[config.mk]
export PLATFORM = sky130hd
export DESIGN_NAME = multicycle_control
export DESIGN_NICKNAME = d
export VERILOG_FILES = /design/src/rtl/riscv_ctrl_pkg.sv /design/src/rtl/mc_wait_timer.sv /design/src/rtl/multicycle_control.sv
export SDC_FILE = /design/constraint.sdc
export NUM_CORES = 1
export LEC_CHECK = 0
export BUFFER_PORTS_ARGS = -buffer_cell sky130_fd_sc_hd__buf_2
export CAP_MARGIN = 0
export CORE_AREA = 2 2 59 61
export DETAILED_ROUTE_END_ITERATION = 7
export DIE_AREA = 0 0 61 63
export GPL_ROUTABILITY_DRIVEN = 0
export PLACE_DENSITY = 0.54
export SLEW_MARGIN = 20
export SYNTH_ARGS = -nofsm -noshare
export SYNTH_HDL_FRONTEND = slang
export SYNTH_SLANG_ARGS = --single-unit
[constraint.sdc]
create_clock -name clk -period 2.9 [get_ports clk]
set_input_delay 0.435 -clock clk [delete_from_list [all_inputs] [get_ports clk]]
set_output_delay 0.435 -clock clk [all_outputs]
set_load 0.05 [all_outputs]
[src/rtl/riscv_ctrl_pkg.sv]
// Shared encodings for the multi-cycle control unit: opcodes, FSM states and datapath select codes.
package riscv_ctrl_pkg;

  localparam logic [6:0] OP_R      = 7'h33;
  localparam logic [6:0] OP_I      = 7'h13;
  localparam logic [6:0] OP_LUI    = 7'h37;
  localparam logic [6:0] OP_LOAD   = 7'h03;
  localparam logic [6:0] OP_STORE  = 7'h23;
  localparam logic [6:0] OP_BRANCH = 7'h63;
  localparam logic [6:0] OP_JAL    = 7'h6F;
  localparam logic [6:0] OP_JALR   = 7'h67;

  typedef enum logic [3:0] {
    S_IDLE     = 4'd0,
    S_FETCH    = 4'd1,
    S_DECODE   = 4'd2,
    S_EXEC_R   = 4'd3,
    S_EXEC_I   = 4'd4,
    S_LUI      = 4'd5,
    S_MEM_ADDR = 4'd6,
    S_MEM_RD   = 4'd7,
    S_MEM_WB   = 4'd8,
    S_MEM_WR   = 4'd9,
    S_ALU_WB   = 4'd10,
    S_BRANCH   = 4'd11,
    S_JAL      = 4'd12,
    S_JALR     = 4'd13,
    S_TRAP     = 4'd14
  } ctrl_state_e;

  localparam logic [2:0] ALU_R      = 3'b000;
  localparam logic [2:0] ALU_ILOGIC = 3'b001;
  localparam logic [2:0] ALU_LUI    = 3'b010;
  localparam logic [2:0] ALU_JALR   = 3'b011;
  localparam logic [2:0] ALU_BRANCH = 3'b100;
  localparam logic [2:0] ALU_ADD    = 3'b101;
  localparam logic [2:0] ALU_SW     = 3'b110;
  localparam logic [2:0] ALU_JAL    = 3'b111;

  localparam logic [1:0] MTR_ALUOUT = 2'b00;
  localparam logic [1:0] MTR_MDR    = 2'b01;
  localparam logic [1:0] MTR_PC     = 2'b10;

  localparam logic [1:0] SRCA_PC    = 2'b00;
  localparam logic [1:0] SRCA_RS1   = 2'b01;
  localparam logic [1:0] SRCA_OLDPC = 2'b10;

  localparam logic [1:0] SRCB_REG   = 2'b00;
  localparam logic [1:0] SRCB_FOUR  = 2'b01;
  localparam logic [1:0] SRCB_IMM   = 2'b10;

  localparam logic [1:0] PCSRC_ALU    = 2'b00;
  localparam logic [1:0] PCSRC_ALUOUT = 2'b01;
  localparam logic [1:0] PCSRC_JALR   = 2'b10;

  // States that hold a memory strobe until Mem_Ready_i arrives.
  function automatic logic is_wait_state(input ctrl_state_e s);
    return (s == S_FETCH) || (s == S_MEM_RD) || (s == S_MEM_WR);
  endfunction

endpackage

[src/rtl/mc_wait_timer.sv]
// Bounded memory-wait counter: clears on request, counts stalled cycles, flags when MAX_WAIT is reached.
module mc_wait_timer #(
  parameter int unsigned MAX_WAIT       = 15,
  parameter int unsigned WAIT_CNT_WIDTH = 4
) (
  input  logic clk,
  input  logic reset,
  input  logic clear_i,
  input  logic enable_i,
  output logic expired_o
);

  localparam logic [WAIT_CNT_WIDTH-1:0] MAX_CNT = WAIT_CNT_WIDTH'(MAX_WAIT);

  logic [WAIT_CNT_WIDTH-1:0] cnt_q, cnt_d;

  // Next count: clear has priority; counting saturates so MAX_WAIT = 0 never wraps into a false match.
  always_comb begin
    cnt_d = cnt_q;
    if (clear_i) begin
      cnt_d = '0;
    end else if (enable_i && (cnt_q != '1)) begin
      cnt_d = cnt_q + 1'b1;
    end
  end

  // Counter register with synchronous reset.
  always_ff @(posedge clk) begin
    if (reset) begin
      cnt_q <= '0;
    end else begin
      cnt_q <= cnt_d;
    end
  end

  assign expired_o = (MAX_WAIT != 0) && (cnt_q == MAX_CNT);

endmodule

[src/rtl/multicycle_control.sv]
// Multi-cycle Moore control FSM: sequences fetch/decode/execute/memory/writeback and drives datapath controls.
module multicycle_control
  import riscv_ctrl_pkg::*;
#(
  parameter int unsigned MAX_WAIT        = 15,
  parameter int unsigned WAIT_CNT_WIDTH  = 4,
  parameter bit          TRAP_ON_ILLEGAL = 1'b1
) (
  input  logic       clk,
  input  logic       reset,
  input  logic [6:0] OP_i,
  input  logic       Zero_i,
  input  logic       Mem_Ready_i,
  output logic       PC_Write_o,
  output logic       PC_Write_Cond_o,
  output logic       IorD_o,
  output logic       Mem_Read_o,
  output logic       Mem_Write_o,
  output logic       IR_Write_o,
  output logic       Reg_Write_o,
  output logic [1:0] Mem_to_Reg_o,
  output logic [1:0] ALU_Src_A_o,
  output logic [1:0] ALU_Src_B_o,
  output logic [2:0] ALU_Op_o,
  output logic [1:0] PC_Src_o,
  output logic       Illegal_Op_o,
  output logic       Mem_Timeout_o,
  output logic [3:0] State_o
);

  ctrl_state_e state_q, state_d;
  logic        illegal_q, illegal_d;
  logic        timeout_q, timeout_d;
  logic        illegal_hit, timeout_hit;
  logic        expired;

  // Zero_i is consumed by the datapath together with PC_Write_Cond_o.
  logic unused_zero;
  assign unused_zero = Zero_i;

  mc_wait_timer #(
    .MAX_WAIT       (MAX_WAIT),
    .WAIT_CNT_WIDTH (WAIT_CNT_WIDTH)
  ) u_wait_timer (
    .clk       (clk),
    .reset     (reset),
    .clear_i   (state_d != state_q),
    .enable_i  (is_wait_state(state_q) && !Mem_Ready_i),
    .expired_o (expired)
  );

  // Next-state logic; ready on the expiry cycle takes the normal exit.
  always_comb begin
    state_d     = state_q;
    illegal_hit = 1'b0;
    timeout_hit = 1'b0;
    unique case (state_q)
      S_IDLE:   state_d = S_FETCH;
      S_FETCH: begin
        if (Mem_Ready_i) begin
          state_d = S_DECODE;
        end else if (expired) begin
          state_d     = S_TRAP;
          timeout_hit = 1'b1;
        end
      end
      S_DECODE: begin
        case (OP_i)
          OP_R:               state_d = S_EXEC_R;
          OP_I:               state_d = S_EXEC_I;
          OP_LUI:             state_d = S_LUI;
          OP_LOAD, OP_STORE:  state_d = S_MEM_ADDR;
          OP_BRANCH:          state_d = S_BRANCH;
          OP_JAL:             state_d = S_JAL;
          OP_JALR:            state_d = S_JALR;
          default: begin
            illegal_hit = 1'b1;
            state_d     = TRAP_ON_ILLEGAL ? S_TRAP : S_FETCH;
          end
        endcase
      end
      S_EXEC_R, S_EXEC_I, S_LUI: state_d = S_ALU_WB;
      S_MEM_ADDR: state_d = (OP_i == OP_STORE) ? S_MEM_WR : S_MEM_RD;
      S_MEM_RD: begin
        if (Mem_Ready_i) begin
          state_d = S_MEM_WB;
        end else if (expired) begin
          state_d     = S_TRAP;
          timeout_hit = 1'b1;
        end
      end
      S_MEM_WR: begin
        if (Mem_Ready_i) begin
          state_d = S_FETCH;
        end else if (expired) begin
          state_d     = S_TRAP;
          timeout_hit = 1'b1;
        end
      end
      S_MEM_WB, S_ALU_WB, S_BRANCH, S_JAL, S_JALR: state_d = S_FETCH;
      S_TRAP:   state_d = S_TRAP;
      default:  state_d = S_IDLE;
    endcase
  end

  // Flags: illegal is a one-cycle pulse unless held by TRAP; timeout only ever leads into TRAP.
  always_comb begin
    illegal_d = illegal_hit || (illegal_q && (state_q == S_TRAP));
    timeout_d = timeout_hit || timeout_q;
  end

  // State and flag registers with synchronous reset.
  always_ff @(posedge clk) begin
    if (reset) begin
      state_q   <= S_IDLE;
      illegal_q <= 1'b0;
      timeout_q <= 1'b0;
    end else begin
      state_q   <= state_d;
      illegal_q <= illegal_d;
      timeout_q <= timeout_d;
    end
  end

  // Moore output decode; only FETCH's IR/PC load is gated by Mem_Ready_i.
  always_comb begin
    PC_Write_o      = 1'b0;
    PC_Write_Cond_o = 1'b0;
    IorD_o          = 1'b0;
    Mem_Read_o      = 1'b0;
    Mem_Write_o     = 1'b0;
    IR_Write_o      = 1'b0;
    Reg_Write_o     = 1'b0;
    Mem_to_Reg_o    = MTR_ALUOUT;
    ALU_Src_A_o     = SRCA_PC;
    ALU_Src_B_o     = SRCB_REG;
    ALU_Op_o        = ALU_R;
    PC_Src_o        = PCSRC_ALU;
    unique case (state_q)
      S_FETCH: begin
        Mem_Read_o  = 1'b1;
        ALU_Src_B_o = SRCB_FOUR;
        ALU_Op_o    = ALU_ADD;
        IR_Write_o  = Mem_Ready_i;
        PC_Write_o  = Mem_Ready_i;
      end
      S_DECODE: begin
        ALU_Src_A_o = SRCA_OLDPC;
        ALU_Src_B_o = SRCB_IMM;
        ALU_Op_o    = ALU_ADD;
      end
      S_EXEC_R: begin
        ALU_Src_A_o = SRCA_RS1;
        ALU_Op_o    = ALU_R;
      end
      S_EXEC_I: begin
        ALU_Src_A_o = SRCA_RS1;
        ALU_Src_B_o = SRCB_IMM;
        ALU_Op_o    = ALU_ILOGIC;
      end
      S_LUI: begin
        ALU_Src_B_o = SRCB_IMM;
        ALU_Op_o    = ALU_LUI;
      end
      S_MEM_ADDR: begin
        ALU_Src_A_o = SRCA_RS1;
        ALU_Src_B_o = SRCB_IMM;
        ALU_Op_o    = ALU_ADD;
      end
      S_MEM_RD: begin
        Mem_Read_o = 1'b1;
        IorD_o     = 1'b1;
      end
      S_MEM_WB: begin
        Reg_Write_o  = 1'b1;
        Mem_to_Reg_o = MTR_MDR;
      end
      S_MEM_WR: begin
        Mem_Write_o = 1'b1;
        IorD_o      = 1'b1;
        ALU_Op_o    = ALU_SW;
      end
      S_ALU_WB: begin
        Reg_Write_o  = 1'b1;
        Mem_to_Reg_o = MTR_ALUOUT;
      end
      S_BRANCH: begin
        ALU_Src_A_o     = SRCA_RS1;
        ALU_Op_o        = ALU_BRANCH;
        PC_Write_Cond_o = 1'b1;
        PC_Src_o        = PCSRC_ALUOUT;
      end
      S_JAL: begin
        ALU_Op_o     = ALU_JAL;
        PC_Write_o   = 1'b1;
        PC_Src_o     = PCSRC_ALUOUT;
        Reg_Write_o  = 1'b1;
        Mem_to_Reg_o = MTR_PC;
      end
      S_JALR: begin
        ALU_Src_A_o  = SRCA_RS1;
        ALU_Src_B_o  = SRCB_IMM;
        ALU_Op_o     = ALU_JALR;
        PC_Write_o   = 1'b1;
        PC_Src_o     = PCSRC_JALR;
        Reg_Write_o  = 1'b1;
        Mem_to_Reg_o = MTR_PC;
      end
      default: ;
    endcase
  end

  assign Illegal_Op_o  = illegal_q;
  assign Mem_Timeout_o = timeout_q;
  assign State_o       = state_q;

endmodule

After elaboration in Yosys (flattened, before gate mapping) --
Cells that the tools add are included.
Cells by class: $add $sub $neg 1, multiply operators 0, divide/modulo/power cells 0, $lt $le $gt $ge 0, eq/ne operators 25, shift-type cells 0, multiplexer cells 24, bitwise operators 0, reduce and logical (&&, ||, !) cells 23
Operator list (number):
- == test 4 bit (second input constant) | 8
- one-hot mux 4 bit (8 select lines) | 1
- one-hot mux 4 bit (7 select lines) | 1
- == test 7 x 6 -> 1 bit (second input constant) | 3
- == test 7 bit (second input constant) | 3
- one-hot mux 3 bit (7 select lines) | 1
- 2-to-1 mux 4 bit | 5
- == test 4 x 3 -> 1 bit (second input constant) | 4
- one-hot mux 2 bit (2 select lines) | 4
- OR reduction 2 bit | 6
- 2-to-1 mux 1 bit | 11
- OR reduction 5 bit | 2
- OR reduction 3 bit | 3
- == test 4 x 2 -> 1 bit (second input constant) | 2
- OR reduction 8 bit | 1
- == test 7 x 2 -> 1 bit (second input constant) | 1
- == test 7 x 5 -> 1 bit (second input constant) | 1
- OR reduction 6 bit | 1
- adder 4 x 1 -> 4 bit (second input constant) | 1
- == test 4 x 1 -> 1 bit (second input constant) | 1
- zero test 4 bit | 1
- logical OR 1 bit | 4
- inequality test 4 bit | 1
- inequality test 4 bit (second input constant) | 1
- 4 further kinds | 6
Word-level totals: register bits 10, latch bits 0, RAM bits 0, ROM bits 0, output and inout port bits 24, logic and storage cells 77, memories kept 0

Depth between registers and ports, before layout --
Gate-level depths: netlist (run 1).
depth in word-level cells 6, gate-level depth with buffers 6, gate-level depth less buffers 6

Hierarchy --
Synthesis (run 1) repeated with hierarchy kept, for this count alone.
Second synthesis, totals: cell total of the unflattened synthesis 140, area total of the unflattened synthesis 1057.3 um^2
By module, submodules not included:
- multicycle_control | times used 1, cells an instance 118, area an instance 845.8 um^2
- mc_wait_timer | times used 1, cells an instance 22, area an instance 211.5 um^2

Worst setup path after synthesis (run 1) --
No wires, ideal clock.
path type reg-to-output, from register state_q[0] (netlist: State_o[0]), to output PC_Write_o, arrival 3.125 ns, required time 2.465 ns, slack -0.660 ns, cell stages (with the launch flop) 7, buffers on the path 1, cell sequence dfxtp_1 buf_2 inv_2 or2_2 nor2_1 and2_1 or2_1
Between the ends: word-level cells in the longest chain between the ends 3, elaborated cells on any way between the ends 5, those cells by class eq/ne: 3; mux: 1; reduce/logical: 1
Ends and longest elaborated chain:
- from (decl) | line multicycle_control.sv:31 | ctrl_state_e state_q, state_d;
- from (signal assigned) | line multicycle_control.sv:119 | state_q <= state_d;
- == test 4 bit | line multicycle_control.sv:139 | unique case (state_q)
- OR reduction 2 bit (no line)
- one-hot mux 1 bit (2 select lines) * | line multicycle_control.sv:139
- to (decl) | line multicycle_control.sv:14 | output logic PC_Write_o,
Mark *: on every way between the ends. The rest lies on a longest branch, timed or not.

Worst setup path after layout (run 1) --
from register state_q[1] (netlist: State_o[1]), to output PC_Write_o
The elaborated chain is that of the path after synthesis.

==> metrics.md, run 1 <==
| Metric | Value |
|---|---|
| Status | completed |
| Total power divided by cell area | 938.5 nW/um2 |
| Synth Area in XOR/XNOR | 1.752% |
| Post-CTS setup buffers | 0 |
| Drt drc | 0 |
| Max Fclk | 420.0 MHz |
| Clock Power Share | 10.8% |
| Met1 usage | 20.85% |
| Post-synthesis simple-gate area fraction | 42.30% |
| Yosys cell types | between 40 and 50 |
| R2R setup slack | 780 ps |
| Max_cap viols | 0 |
| Post-synth EDFFs | 0 |
| Grt peak-use layer | met2 |
| Critical path origin | State_o[1] |
| Max-slew violations | 0 |
| WL final | 2757 um |
| Syn Std Cell Area | ~1000 um2 |
| M2 GR Usage | approximately 24% |
| Cts hold-fix bufs | 0 |
| Yosys reg bits | 10 |
| Total gr overflow | 0 |
| Largest family of logic cells by synthesized area | simple AND/OR/NAND/NOR gates |
| CTS tree | built |
| Setup crit end kind | output port |
| Startpoint Class | flop |
| Register clock-pin slew on the reported worst setup and hold paths | 70 ps |
| Fill cell count | about 360 |
| Drt via density | 5.217 |
| Required @ worst endpoint | around 2500 ps |
| Final Hold Vio Count | 0 |
| Port bufs | 33 |
| Pint | 0.0004766 W |
| Largest net degree at the start of global routing | 21 |
| Post-synthesis sequential area ratio | 20.03% |
| First-pass GRT wire length | 4692 um |
| Arrival time worst endpoint | 1950 ps |
| Mux cell area share after synthesis | 4.005% |
| # diodes | 0 |
| Synth warn | 0 |
| Bufs on Longest Clock Path | 2 |
| Fin crit share | roughly 80% |
| Worst-Skew Late Latency | approximately 270 ps |
| WHS | 426.3 ps |
| M3 GR Usage | 1.449% |
| Synth Flop Type | dfxtp_1 |
| Layout Nets | 188 |
| Layout area overhead | 26.03% |
| Initial antenna violation count | 0 |
| Maximum VDD drop | 346.2 uV |
| Die area | 3843 um2 |
| Mapped Nets | 155 |
| Starting Density | 30.93% |
| Final min period | approximately 2400 ps |
| H-tree levels | 1 |
| Initial DRC Count | 75 |
| Vias in the first global route | about 1100 |
| Setup Skew | 3.443 ps |
| Root buffer cell | clkbuf_4 |
| Sw Ratio | 59.69% |
| Critical path class | reg -> out |
| CP Max Fanout | 12 |
| Proportion of layout cells with a drive suffix above 1 | 29.14% |
| Drt wl/cell | 12.48 um |
| Drt first pass iters | 4 |
| Dpl cells | 217 |
| Compound-gate portion of the synthesized area | approximately a quarter |
| RSZ-0062 raised after global routing | no |
| Leakage power | 0.5770 nW |
| R2R Path Start | State_o[3] |
| Logic gate share of total power | 70.3% |
| Post-DP HPWL | 2142 um |
| Final TNS setup | 0 ps |
| Reg power frac | 18.9% |
| Net switching power | between 0.0007 and 0.0008 W |
| DR vias | 1153 |
| Final Power | 0.001182 W |
| Num ports | 35 |
| Die height | around 63 um |
| Slew HR | 47.47% |
| # rows | 21 |
| Core ar. | 3232 um2 |
| Cells after Synth | between 100 and 150 |
| Worst hold start | reset |
| Hold Crit Class | in -> reg |
| Layout Cells excl Fill | 221 |
| Mean post-synth cell area | 6.991 um2 |
| Post-cts repair resize count | 0 |
| Die extent in x | just over 60 um |
| Most common cell after layout, fill and taps aside | buf_2 |
| Clock buffer count from CTS | 3 |
| Async SR Flop Fraction | 0% |
| Worst-margin pin slew | around 780 ps |
| Clk sinks | 10 |
| Total GRT Usage | 15.33% |
| Commonest non-fill, non-tap cells in the layout | buf_2 (33), nor2_1 (15), nand2_1 (14) |
| Setup-failing EPs final | 0 |
| Final ANT Viol Nets | 0 |
| Adder-cell share of the synthesized area | 1.252% |
[layer usage]
metal	vias to the layer above	part of all wire, %
met1	525	47
met4	0	0.83
met2	34	45
li1	588	-
met3	6	6.2
met5	-	0
[stage by stage]
step | area [um2] | util [%] | setup slack [ps]
after detailed placement | 1224 | 37.86 | 802.2
after global placement | 1224 | 37.86 | 800.9
final | 1260 | 38.99 | 519.0
after global routing | 1260 | 38.99 | 421.3
after floorplan | 1018 | - | 75.43
after CTS | 1260 | 38.99 | 512.0
[logic make-up (layout without fill, tap and decap cells)]
| logic type | count (synthesis) | count (layout) |
|---|---|---|
| DFF | 10 | 10 |
| and+or+nand+nor | 77 | 77 |
| AOI/OAI and AO/OA | 39 | 39 |
| muxes | 4 | 4 |
| xor gates and xnor gates | 2 | 2 |
| buffers and inverters | 10 | 42 |
| adders and majority gates | 1 | 1 |
[worst max-delay path, stage by stage (launching register included)]
cell	delay (ps)
dfxtp_1	420
or2_2	370
or2_2	330
nor2_4	90
and2_2	140
or2_1	80
buf_2	250
[area by class of cell]
| cell class | instances | area, um2 | share of cell area (%) |
|---|---|---|---|
| Multi-Input combinational cell | 123 | 769.5 | 61.07 |
| Inverter | 2 | 7.507 | 0.5958 |
| Timing Repair Buffer | 36 | 187.7 | 14.90 |
| Sequential cell | 10 | 201.4 | 15.99 |
| Tap cell | 46 | 57.56 | 4.568 |
| Clock buffer | 4 | 36.28 | 2.880 |
[registers in the layout, indices dropped and copies added (netlist names)]
name                flops
Illegal_Op_o            1
Mem_Timeout_o           1
State_o                 4
u_wait_timer.cnt_q      4
[cells in the mapped netlist (4+ instances only)]
master,number,area share (%)
o21ai_0,6,3.0
nand2b_1,11,6.9
nand2_1,14,5.3
a211oi_1,6,4.5
dfxtp_1,10,20
nor2b_1,4,2.5
nor3_1,6,3.0
clkbuf_1,4,1.5
mux2i_1,4,4.0
nor2_1,17,6.4
and2_1,4,2.5
a21oi_1,10,5.0
nand3_1,4,2.0
and3_1,5,3.1
[power groups by stage]
stage	sequential (W)	clock [W]	combinational [W]
after floorplan	0.000257	0	0.000634
after global placement	0.000226	0	0.000828
after detailed placement	0.000226	0	0.000833
after CTS	0.000223	0.000131	0.000836
after global routing	0.000232	0.000137	0.000896
final	0.000224	0.000127	0.000832
[path summary, 6_finish.rpt]
path                                 to  cells past startpoint
setup / recovery             PC_Write_o                      6
setup reg to reg  u_wait_timer.cnt_q[1]                      6
hold / removal               State_o[0]                      2
hold reg to reg           Mem_Timeout_o                      2
(Power assumes the default switching activity.)
==> run 2, diff against run 1 <==
Settings changed: ABC_AREA set to 1, CORE_AREA 2 2 59 61 to 2 2 58 60, DIE_AREA 0 0 61 63 to 0 0 60 62, PLACE_DENSITY 0.54 to 0.56.
Clock period 2.9 ns to 2.29 ns, I/O delays scaled along.
==> metrics.md, run 2 <==
| Metric | Value |
|---|---|
| Initial antenna violation count | 0 |
| Drt first pass iters | 4 |
| Post-synth top area share | 20.35% |
| CP max-delay cell | dfxtp_1 |
| Commonest non-fill, non-tap cells in the layout | nand2_1 (54), buf_2 (33), nor2_1 (28) |
| Reg power frac | between 15 and 20% |
| CTS tree | built |
| Fill cell count | 362 |
| Area contributors post-synth | nand2_1 (20%), dfxtp_1 (20%), nor2_1 (11%) |
| CP dominant cell by count | nor2_1 |
| Net switching power | 0.001204 W |
| Post-synthesis sequential area ratio | 20.10% |
| Yosys cell types | 22 |
| Proportion of layout cells with a drive suffix above 1 | 28.11% |
| Sw Ratio | between 60% and 70% |
| Die area | 3720 um2 |
| CP cell instances | nand2_1 -> nor2_1 -> nor2_1 -> o211ai_1 -> buf_2 |
| Worst hold start | reset |
| Max Fclk | ~500 MHz |
| Drt drc | 0 |
| Final min period | 1983 ps |
| Post-CTS setup buffers | 0 |
| WL final | 2584 um |
| Bufs on Longest Clock Path | 2 |
| Post-synthesis simple-gate area fraction | 54.52% |
| Worst-Skew Late Latency | roughly 250 ps |
| Slew HR | 74.68% |
| Cells after Synth | between 150 and 200 |
| Worst-margin pin slew | 379.3 ps |
| Largest area contributor in the netlist | nand2_1 |
| Worst reg2reg path depth | 11 |
| Register area | a little over 200 um2 |
| Hold path cells | 2 |
| Register clock-pin slew on the reported worst setup and hold paths | 60 ps |
| RSZ-0062 raised after global routing | no |
| Max_cap viols | 0 |
| Post-synth top cells | nand2_1 (54), nor2_1 (29), inv_1 (25), nand3_1 (15), dfxtp_1 (10) |
| Clock buffer count from CTS | 3 |
| Clock Power Share | 6.3% |
| Setup-failing EPs final | 0 |
| Total power divided by cell area | about 1500 nW/um2 |
| # diodes | 0 |
| Layout Cells excl Fill | approximately 260 |
| Initial DRC Count | 40 |
| Num ports | 35 |
| Hold Crit Class | in -> reg |
| Layout Nets | around 230 |
| Final Hold Vio Count | 0 |
| Most frequent cell after synthesis | nand2_1 |
| Arrival time worst endpoint | 1640 ps |
| First-pass GRT wire length | 4271 um |
| Pint | 0.0006157 W |
| R2R setup slack | between 400 and 500 ps |
| Most common cell after layout, fill and taps aside | nand2_1 |
| Cts hold-fix bufs | 0 |
| Synth Flop Type | dfxtp_1 |
| H-tree levels | 1 |
| Mean post-synth cell area | 5.503 um2 |
| Reg-to-Reg End | u_wait_timer.cnt_q[0] |
| Yosys reg bits | 10 |
| Vias in the first global route | 1032 |
| Starting Density | 31.33% |
| Post-DP HPWL | 2175 um |
| Mapped Nets | slightly below 200 |
| Area of placed instances | 1222 um2 |
| Syn Std Cell Area | 996.0 um2 |
| Critical path class | reg -> out |
| Core ar. | 3179 um2 |
| DR vias | 1166 |
| Final ANT Viol Nets | 0 |
| Max incr delay on CP | 550 ps |
| Synth Area in XOR/XNOR | 2.638% |
| Root buffer cell | clkbuf_4 |
| Total GRT Usage | 14.90% |
| Setup Skew | roughly 1.2 ps |
| Status | completed |
| R2R Path Start | State_o[1] |
| Die height | approximately 62 um |
| CP Max Fanout | 8 |
| Port bufs | 33 |
| Largest family of logic cells by synthesized area | simple AND/OR/NAND/NOR gates |
| Synth warn | 0 |
| Drt wl/cell | about 9.8 um |
| Startpoint Class | flop |
| Largest net degree at the start of global routing | 9 |
| Compound-gate portion of the synthesized area | under 10% |
| Dpl cells | 260 |
| Design area | 1245 um2 |
| Worst Hold End | State_o[3] |
| Setup crit end kind | output port |
| Layout area overhead | 25.00% |
| Die extent in x | 60 um |
| # rows | 21 |
| Area of the multi-input gates | 676.9 um2 |
| Fin crit share | between 80 and 90% |
| Mux cell area share after synthesis | 0% |
| Required @ worst endpoint | 1950 ps |
| Logic gate share of total power | between 70 and 80% |
| Leakage power | 0.7385 nW |
| WHS | 354.2 ps |
| Drt via density | 4.433 |
| Post-synth EDFFs | 0 |
| Maximum VDD drop | 368.9 uV |
| Async SR Flop Fraction | 0% |
| Total gr overflow | 0 |
| Adder-cell share of the synthesized area | 1.256% |
| Clk sinks | 10 |
| Post-cts repair resize count | 0 |
| Max-slew violations | 0 |
-- run 2: stage by stage --
step                      total power, W  utilization [%]  setup slack [ps]  setup TNS (ps)
after floorplan                 0.001425                -            -16.64          -16.64
after CTS                       0.001845            39.16             297.5               0
final                           0.001820            39.16             307.3               0
after global routing            0.001966            39.16             159.7               0
after detailed placement        0.001722            38.45             470.1               0
after global placement          0.001719            38.45             479.9               0
-- run 2: how the worst max path moves through the flow --
stage	to	from	slack (ps)
after global routing	ALU_Src_A_o[0]	State_o[2]	160
after detailed placement	u_wait_timer.cnt_q[0]	State_o[1]	470
after floorplan	ALU_Src_A_o[0]	State_o[2]	-20
after global placement	u_wait_timer.cnt_q[0]	State_o[1]	480
final	ALU_Src_A_o[0]	State_o[1]	310
after CTS	ALU_Src_A_o[0]	State_o[1]	300
-- run 2: cells by family after synthesis --
logic type,Yosys count
simple gates,118
buf+inv,32
compound gates,17
flops,10
xor+xnor,3
fa+ha+maj,1
-- run 2: area by class of cell --
type,instances,area share [%]
flip-flops and latches,10,16.18
well taps,46,4.623
inverters,32,9.749
repair buffers,33,13.27
multi-input cells,139,54.37
clock buffers,3,1.809
-- run 2: worst max-delay path: cells and delay by family, from the launching register on --
kind | cells | cell delay, ps
simple gates | 3 | 460
compound gates | 1 | 80
flops | 1 | 550
buf+inv | 1 | 290
-- run 2: power by group through the flow --
stage                     Combinational (W)  Clock (W)  Sequential [W]
after detailed placement            0.00143          0        0.000296
final                               0.00141   0.000114        0.000292
after floorplan                     0.00103          0        0.000391
after global placement              0.00142          0        0.000297
after global routing                0.00154   0.000130        0.000300
after CTS                           0.00143   0.000123        0.000292
-- run 2: layer usage --
layer  part of all wire, %  track usage, %  vias up
met5                     0               0        -
met4                   2.3           5.714        0
met3                   5.2           1.449        6
met2                    43           25.31       35
met1                    49           19.53      486
li1                      -               -      639
==> run 3, diff against run 2 <==
==> constraint.sdc (replaced) <==
create_clock -name clk -period 2.29 [get_ports clk]
set_input_delay 0.1145 -clock clk [delete_from_list [all_inputs] [get_ports clk]]
set_output_delay 0.1145 -clock clk [all_outputs]
set_load 0.05 [all_outputs]
==> metrics.md, run 3 (same netlist as run 2, synthesis figures left out) <==
| Metric | Value |
|---|---|
| Drt first pass iters | 2 |
| # diodes | 0 |
| Layout area overhead | 26.26% |
| Hold Crit Class | in -> reg |
| Register clock-pin slew on the reported worst setup and hold paths | approximately 70 ps |
| First-pass GRT wire length | 4278 um |
| Die extent in x | 60 um |
| Commonest non-fill, non-tap cells in the layout | nand2_1 (54), buf_2 (33), nor2_1 (28) |
| Setup crit end kind | flop |
| Total GRT Usage | 15.03% |
| Worst-margin pin slew | 367.8 ps |
| Port bufs | 33 |
| Drt drc | 0 |
| Fill cell count | 381 |
| CP cell instances | ha_1 -> nand3_1 -> nand2_1 -> inv_1 -> o21ai_1 -> nand4_1 -> or2b_1 -> nand2_1 -> nor2_2 -> nand2_2 -> nor2_1 |
| Max_cap viols | 0 |
| CP Max Fanout | 5 |
| Final TNS setup | 0 ps |
| RSZ-0062 raised after global routing | no |
| Largest net degree at the start of global routing | 9 |
| Vias in the first global route | roughly 1000 |
| Post-cts repair resize count | 0 |
| Critical path's top delay family | simple AND/OR/NAND/NOR gates |
| Final min period | roughly 1800 ps |
| Initial DRC Count | 41 |
| CP dominant cell by count | nand2_1 |
| Critical path class | reg -> reg |
| Post-CTS setup buffers | 0 |
| Final Power | 0.001859 W |
| Startpoint Class | flop |
| CP max-delay cell | dfxtp_1 |
| Status | completed |
| Die height | 62 um |
| Total power divided by cell area | 1479 nW/um2 |
| Layout Nets | 231 |
| Maximum VDD drop | 406.5 uV |
| DR vias | ~1200 |
| Root buffer cell | clkbuf_4 |
| Clock buffer count from CTS | 3 |
| Post-DP HPWL | 2146 um |
| Worst reg2reg path depth | 11 |
| # rows | 21 |
| Setup-failing EPs final | 0 |
| Arrival time worst endpoint | 1950 ps |
| Worst-Skew Late Latency | 260 ps |
| Crit. path cell count | 11 |
| Initial antenna violation count | 0 |
| Die area | 3720 um2 |
| Crit path buf inv count | 1 |
| CTS tree | built |
| Drt wl/cell | 9.682 um |
| Num ports | 35 |
| Drt via density | 4.375 |
| Max Fclk | roughly 560 MHz |
| Setup Skew | 6.320 ps |
| Core ar. | ~3200 um2 |
| Proportion of layout cells with a drive suffix above 1 | 27.98% |
| Final Hold Vio Count | 0 |
| Leakage power | roughly 0.75 nW |
| Bufs on Longest Clock Path | 2 |
| H-tree levels | 1 |
| Most common cell after layout, fill and taps aside | nand2_1 |
| Clk sinks | 10 |
| Hold path cells | 2 |
| Slew HR | 75.45% |
| Total gr overflow | 0 |
| Cts hold-fix bufs | 0 |
| Max-slew violations | 0 |
| Fin crit share | 78.17% |
| Max incr delay on CP | 370 ps |
| Starting Density | 31.33% |
| Final ANT Viol Nets | 0 |
| Required @ worst endpoint | approximately 2500 ps |
| WL final | approximately 2600 um |
## run 3: changes by cell type in the layout (fill, tap and decap cells not counted)
cell / delta
dfxtp_1: +1
clkbuf_8: +1
dfxtp_2: -1
## run 3: area by class of cell
cell class / count / area (um2) / share of cell area (%)
flip-flops and latches: 10 / 200.2 / 15.92
multi-input cells: 139 / 676.9 / 53.83
inverters: 32 / 121.4 / 9.652
well taps: 46 / 57.56 / 4.577
clock buffers: 4 / 36.28 / 2.886
repair buffers: 33 / 165.2 / 13.13
## run 3: routing by layer
layer  track usage (%)  vias up  routed length, um
met5                 0        -                  0
met4             4.762        0                 14
met1             19.05      493               1265
met3             3.106        2                108
met2             25.62       21               1168
li1                  -      639                  -
## run 3: power breakdown
part	switching [W]	leakage [nW]	internal [W]
registers	0.0000790	0.0812	0.000211
clock network	0.0000588	0.0210	0.0000964
logic	0.00107	0.643	0.000342
## run 3: path summary, 6_finish.rpt
path                    startpoint                     to  slack, ps
min reg2reg          Mem_Timeout_o          Mem_Timeout_o        460
min                          reset          Mem_Timeout_o        110
max reg2reg  u_wait_timer.cnt_q[0]  u_wait_timer.cnt_q[1]        500
max          u_wait_timer.cnt_q[0]  u_wait_timer.cnt_q[1]        500
## run 3: through the flow
stage	area (um2)	setup slack (ps)	util [%]	hold WS (ps)	cells
2_1_floorplan	998.5	36.05	-	183.6	181
3_3_place_gp	1221	486.3	38.41	397.8	260
3_5_place_dp	1221	500.0	38.41	389.5	260
4_1_cts	1257	478.0	39.55	102.8	264
5_1_grt	1257	315.7	39.55	123.2	264
6_report	1257	499.9	39.55	113.8	264
## run 3: worst register-to-register path, cell delays in order (launching register included)
cell	delay, ps
dfxtp_1	370
ha_1	200
nand3_1	180
nand2_1	100
inv_1	50
o21ai_1	110
nand4_1	160
or2b_1	260
nand2_1	80
nor2_2	40
nand2_2	90
nor2_1	50
